## src/rtl/box_readback.sv

```systemverilog
// Framebuffer region reader: scans a clipped rectangle in raster order, one read per
// pixel, and counts returned pixels that equal a target colour.
module box_readback #(
  parameter int X_SCREEN_PIXELS = 160,
  parameter int Y_SCREEN_PIXELS = 120,
  parameter int RD_LATENCY      = 1
) (
  input  logic        iClock,
  input  logic        iReset,
  input  logic        iStart,
  input  logic [7:0]  iX,
  input  logic [6:0]  iY,
  input  logic [7:0]  iXSize,
  input  logic [6:0]  iYSize,
  input  logic [2:0]  iColour,
  output logic [14:0] oAddr,
  output logic        oRdEn,
  input  logic [2:0]  iRdData,
  output logic        oBusy,
  output logic        oDone,
  output logic [14:0] oPixelCount,
  output logic [14:0] oMatchCount,
  output logic        oAllMatch
);

  // state   | meaning
  // S_IDLE  | waiting for iStart
  // S_SCAN  | issuing one pixel read per cycle
  // S_DRAIN | waiting RD_LATENCY cycles for the last read data
  // S_DONE  | one-cycle completion pulse
  typedef enum logic [1:0] {S_IDLE, S_SCAN, S_DRAIN, S_DONE} state_t;

  localparam logic [14:0] STRIDE = 15'(X_SCREEN_PIXELS);

  state_t state, state_nxt;

  logic [7:0]  x_r, xs_r, cx, src_x, src_xs, off_x;
  logic [6:0]  y_r, ys_r, cy, src_y, src_ys, off_y;
  logic [2:0]  col_r;
  logic        more;
  logic        issue, in_screen, row_end, last;
  logic [8:0]  px;
  logic [7:0]  py;
  logic        rd_en_r;
  logic [14:0] addr_r;
  logic [RD_LATENCY-1:0] tag;
  logic [14:0] pix_r, match_r, pix_nxt, match_nxt;
  logic        all_r;
  logic [1:0]  drain_cnt;

  always_ff @(posedge iClock or posedge iReset) begin
    if (iReset) state <= S_IDLE;
    else        state <= state_nxt;
  end

  always_comb begin
    state_nxt = state;
    case (state)
      S_IDLE:  if (iStart) state_nxt = S_SCAN;
      S_SCAN:  if (!more) state_nxt = S_DRAIN;
      S_DRAIN: if (drain_cnt == 2'd0) state_nxt = S_DONE;
      default: state_nxt = S_IDLE;
    endcase
  end

  always_comb begin
    oBusy       = (state == S_SCAN) || (state == S_DRAIN);
    oDone       = (state == S_DONE);
    oRdEn       = rd_en_r;
    oAddr       = addr_r;
    oPixelCount = pix_r;
    oMatchCount = match_r;
    oAllMatch   = all_r;
  end

  // Pixel 0 is issued straight from the inputs on the accepting edge so its read
  // appears in the first SCAN cycle; later pixels come from the latched copies.
  always_comb begin
    src_x  = x_r;
    src_y  = y_r;
    src_xs = xs_r;
    src_ys = ys_r;
    off_x  = cx;
    off_y  = cy;
    issue  = 1'b0;
    if (state == S_IDLE && iStart) begin
      src_x  = iX;
      src_y  = iY;
      src_xs = iXSize;
      src_ys = iYSize;
      off_x  = '0;
      off_y  = '0;
      issue  = 1'b1;
    end else if (state == S_SCAN && more) begin
      issue = 1'b1;
    end
    px        = {1'b0, src_x} + {1'b0, off_x};
    py        = {1'b0, src_y} + {1'b0, off_y};
    in_screen = (px < 9'(X_SCREEN_PIXELS)) && (py < 8'(Y_SCREEN_PIXELS));
    row_end   = (off_x == src_xs);
    last      = row_end && (off_y == src_ys);
  end

  always_comb begin
    pix_nxt   = pix_r;
    match_nxt = match_r;
    if (tag[RD_LATENCY-1]) begin
      pix_nxt = pix_r + 15'd1;
      if (iRdData == col_r) match_nxt = match_r + 15'd1;
    end
  end

  always_ff @(posedge iClock or posedge iReset) begin
    if (iReset) begin
      x_r       <= '0;
      y_r       <= '0;
      xs_r      <= '0;
      ys_r      <= '0;
      col_r     <= '0;
      cx        <= '0;
      cy        <= '0;
      more      <= 1'b0;
      rd_en_r   <= 1'b0;
      addr_r    <= '0;
      tag       <= '0;
      pix_r     <= '0;
      match_r   <= '0;
      all_r     <= 1'b0;
      drain_cnt <= '0;
    end else begin
      tag[0] <= rd_en_r;
      for (int i = 1; i < RD_LATENCY; i++) tag[i] <= tag[i-1];

      if (state == S_IDLE && iStart) begin
        x_r     <= iX;
        y_r     <= iY;
        xs_r    <= iXSize;
        ys_r    <= iYSize;
        col_r   <= iColour;
        pix_r   <= '0;
        match_r <= '0;
        all_r   <= 1'b0;
      end else begin
        pix_r   <= pix_nxt;
        match_r <= match_nxt;
        if (state == S_DRAIN && drain_cnt == 2'd0)
          all_r <= (pix_nxt != 15'd0) && (match_nxt == pix_nxt);
      end

      if (issue) begin
        rd_en_r <= in_screen;
        if (in_screen) addr_r <= 15'(py) * STRIDE + 15'(px);
        cx   <= row_end ? 8'd0 : off_x + 8'd1;
        cy   <= row_end ? off_y + 7'd1 : off_y;
        more <= !last;
      end else begin
        rd_en_r <= 1'b0;
      end

      if (state == S_SCAN && !more)
        drain_cnt <= 2'(RD_LATENCY - 1);
      else if (state == S_DRAIN && drain_cnt != 2'd0)
        drain_cnt <= drain_cnt - 2'd1;
    end
  end

endmodule

```

## config.mk

```make
export PLATFORM = sky130hd
export DESIGN_NAME = box_readback
export DESIGN_NICKNAME = d
export VERILOG_FILES = /design/src/rtl/box_readback.sv
export SDC_FILE = /design/constraint.sdc
export NUM_CORES = 1
export LEC_CHECK = 0
export BUFFER_PORTS_ARGS = -buffer_cell sky130_fd_sc_hd__buf_4
export CAP_MARGIN = 20
export CORE_MARGIN = 2
export CORE_UTILIZATION = 45
export CTS_BUF_LIST = sky130_fd_sc_hd__clkbuf_4
export CTS_CLUSTER_DIAMETER = 120
export DETAILED_ROUTE_END_ITERATION = 10
export PLACE_DENSITY = 0.75
export SYNTH_ARGS = -nofsm -noshare
export SYNTH_HDL_FRONTEND = slang
export SYNTH_SLANG_ARGS = --single-unit
```

## constraint.sdc

```tcl
create_clock -name iClock -period 4.63 [get_ports iClock]
set_input_delay 0.6945 -clock iClock [delete_from_list [all_inputs] [get_ports iClock]]
set_output_delay 0.6945 -clock iClock [all_outputs]
set_load 0.02 [all_outputs]
```

==> out/results.ini <==
[floorplanning]
initial_core_util_pct = 45.73
die_w_um = 125.1
fp-row-count = 44
fp.dieH_um = 125.1
die-area_um2 = 15640
pin_count = 88
core_um2 = 14420

[placement]
port_buffers = 87
dpl.cell_count = 985
dp_hpwl_um = 11080
gp_congestion = 0.8695
dp_slack_ns = 0.09808

[timing]
tightest_slew_ns = 0.9077
fin_crit_ns = 4.330
fin_ws_ns = 0.3000
fin_crit_sh_pct = 93.52
relSlewSlack_pct = 38.93
timing.fmax_ghz = 0.2309
finalHoldViolCount = 0
setup_violations = 0
drv_slew = 0
rsz0062_at_grt = no
hold_ws_ns = 0.3481
setup_tns_ns = 0
fin_skew_ns = 0.02295

[setup_path]
cp-start-kind = flip-flop
critPathTopFamily = compound AO/OA/AOI/OAI gates
worst_ep_arrival_time_ns = 4.70
cp.required_ns = 5.00
cp_cell_sequence = inv_2 -> ha_4 -> and2_4 -> nand2_1 -> nand2_1 -> ha_2 -> ha_2 -> a21oi_2 -> o31ai_4 -> a22oi_2 -> xnor2_2 -> ha_1 -> ha_1 -> a21o_1 -> a21o_1 -> a2111o_1 -> o311ai_1 -> nand3_1 -> xor2_1 -> mux2_4
end_kind = flip-flop
crit_buf_inv = 1
cp-startpoint = state[1]$_DFFE_PP0P_
cp_num_cells = 20
cp_slowest_stage_delay_ns = 0.44
slowest_stage = dfrtp_1
crit_type = reg -> reg
reg2reg_from = state[1]$_DFFE_PP0P_
r2r_slack_ns = 0.30
critical_path.max_fanout = 7
rr_worst_depth = 20

[global_route]
grt_pass1_wl_um = 25430
antenna_found_initial = 0
grt_max_degree = 67
overflow = 0
grt_pass1_vias = 5196
gr-usage-all-layers_pct = 19.66

[logic_synthesis]
synth-compound-area-share_pct = 11.17
synthAdderAreaFrac_pct = 7.929
netlist_area_um2 = 6596
yosysWarnings = 0
synth_seq_cells = 101
synth_edf_count = 0
syn_nets = 812
ys_seq_area_share_pct = 38.32
synth_top_family_by_area = simple AND/OR/NAND/NOR gates
synth.distinct_cells = 70
synth_cells = 733
ys.flop_type = dfrtp_1
async_reset_ff_share_pct = 100.0
synthMuxAreaShare_pct = 3.642
synth-simple-area-share_pct = 22.93
syn_avg_cell_area_um2 = 8.999
synth_xor_area_share_pct = 11.87

[cells_and_area]
layout.nets = 895
final_cells = 1005
nFillCells = 1368
layout_common_cells = nand2_1 (127), dfrtp_1 (101), buf_4 (100)
antenna_cells = 0
final_common_cell = nand2_1
ff_latch_area_um2 = 2527
drive_gt1_share_pct = 18.39
multi_input_area_um2 = 3834
syn_to_final_growth_pct = 16.03

[outcome]
outcome = complete, no violations

[clocking]
cts_tree = built
cts_buffers = 9
clock_latency_ns = 0.48
root_buffer = clkbuf_4
clock-sinks = 101
h-tree-depth = 3
clk_pin_slew_ns = 0.17
ctsLongestPathBuffers = 2

[power_and_ir_drop]
comb_power_share_pct = 59.7
powerDensity_nw_per_um2 = 599.5
power_leakage_nw = 3.737
netSwitchingPower_w = 0.002010
switching_share_pct = 43.80
p_clk_share_pct = 10.5
pwr-share-seq_pct = 29.8
peakVddDrop_mv = 0.6104
intPower_w = 0.002579

[drt]
drtPass1Iterations = 5
drt-wirelength-per-cell_um = 15.00
top_layer_used = met4
dr_wl_met3_um = 631
final_antenna_net_count = 0
vias_per_cell = 5.391
drc = 0
vias = 5418
met2_length_um = 7063
drtIter0Drc = 312
wl_met1_um = 7135
routed_wl_um = 15070

[run]
maxCapViolCount = 0

[hold_path]
hp-class = in -> async

synth_stat cells, types with 10 or more instances:
master,instances,area [um2]
a21oi_1,18,90.09
and2_1,10,62.56
and3_1,11,68.82
clkbuf_1,16,60.06
dfrtp_1,101,2527
ha_1,37,462.9
inv_1,40,150.1
nand2_1,128,480.5
nand3_1,18,90.09
nand4_1,17,106.4
nor2_1,61,229.0
nor3_1,20,100.1
nor4_1,17,106.4
o21ai_0,23,115.1
xnor2_1,47,411.6
xor2_1,27,236.5
through the flow:
| step | total power (W) | util, % | area [um2] |
|---|---|---|---|
| finish | 0.004589 | 53.06 | 7654 |
| global route | 0.005009 | 53.06 | 7654 |
| CTS | 0.004563 | 52.70 | 7601 |
| detailed placement | 0.004058 | 51.73 | 7462 |
| global placement | 0.004001 | 51.73 | 7462 |
| floorplan | 0.003433 | - | 6650 |
registers in the layout, indices dropped and copies added, names as in the netlist:
name / count
xs_r: 8
oPixelCount: 15
cx: 8
state: 2
y_r: 7
oRdEn: 1
tag: 1
drain_cnt: 2
x_r: 8
col_r: 3
more: 1
oAddr: 15
oAllMatch: 1
oMatchCount: 15
ys_r: 7
cy: 7
power groups by stage:
stage	Sequential, W	Clock [W]	Combinational, W
6_report	0.00137	0.000483	0.00274
5_1_grt	0.00141	0.000532	0.00307
4_1_cts	0.00137	0.000499	0.00270
3_3_place_gp	0.00138	0	0.00262
3_5_place_dp	0.00138	0	0.00267
2_1_floorplan	0.00142	0	0.00201
worst register-to-register path, delay by kind of cell, from the launching register on:
kind	cells	cell delay [ns]
muxes	1	0.25
AOI/OAI and AO/OA	7	1.41
xor gates and xnor gates	2	0.36
and+or+nand+nor	4	0.47
adders and majority gates	5	1.21
buffers and inverters	1	0.10
DFF	1	0.44
layout make-up:
type	instances	area share (%)
multi-input combinational	563	50.09
sequential	101	33.02
timing repair buffer	101	10.07
tap	184	3.008
inverter	40	1.994
clock buffer	10	0.9809
clock inverter	6	0.8337
worst paths after layout:
| path | end |
|---|---|
| max in group asynchronous | y_r[1]$_DFF_PP0_ |
| worst min register to register | tag$_DFF_PP0_ |
| worst max register to register | oAddr[14]$_DFFE_PP0P_ |
| worst min-delay path | oPixelCount[5]$_DFF_PP0_ |
| worst max-delay path | oAddr[14]$_DFFE_PP0P_ |
| min in group iClock | col_r[2]$_DFFE_PP0P_ |
timing repair:
item,4_1_cts,5_1_grt
setup endpoints to repair,0,2
setup buffers,0,4
gates resized for setup,0,5
hold buffers,0,0
metal layers:
metal  track usage, %  vias to the layer above
met5                0                        -
met4            6.405                        0
met3            2.867                       21
met2            30.82                      132
met1            28.22                     2557
li1                 -                     2708
cell families after synthesis:
kind of cell    Yosys count
compound gates          106
xor+xnor                 80
fa+ha+maj                40
buf+inv                  69
flops                   101
mux                      20
simple gates            317
No activity file was read; power rests on OpenSTA's default activity.
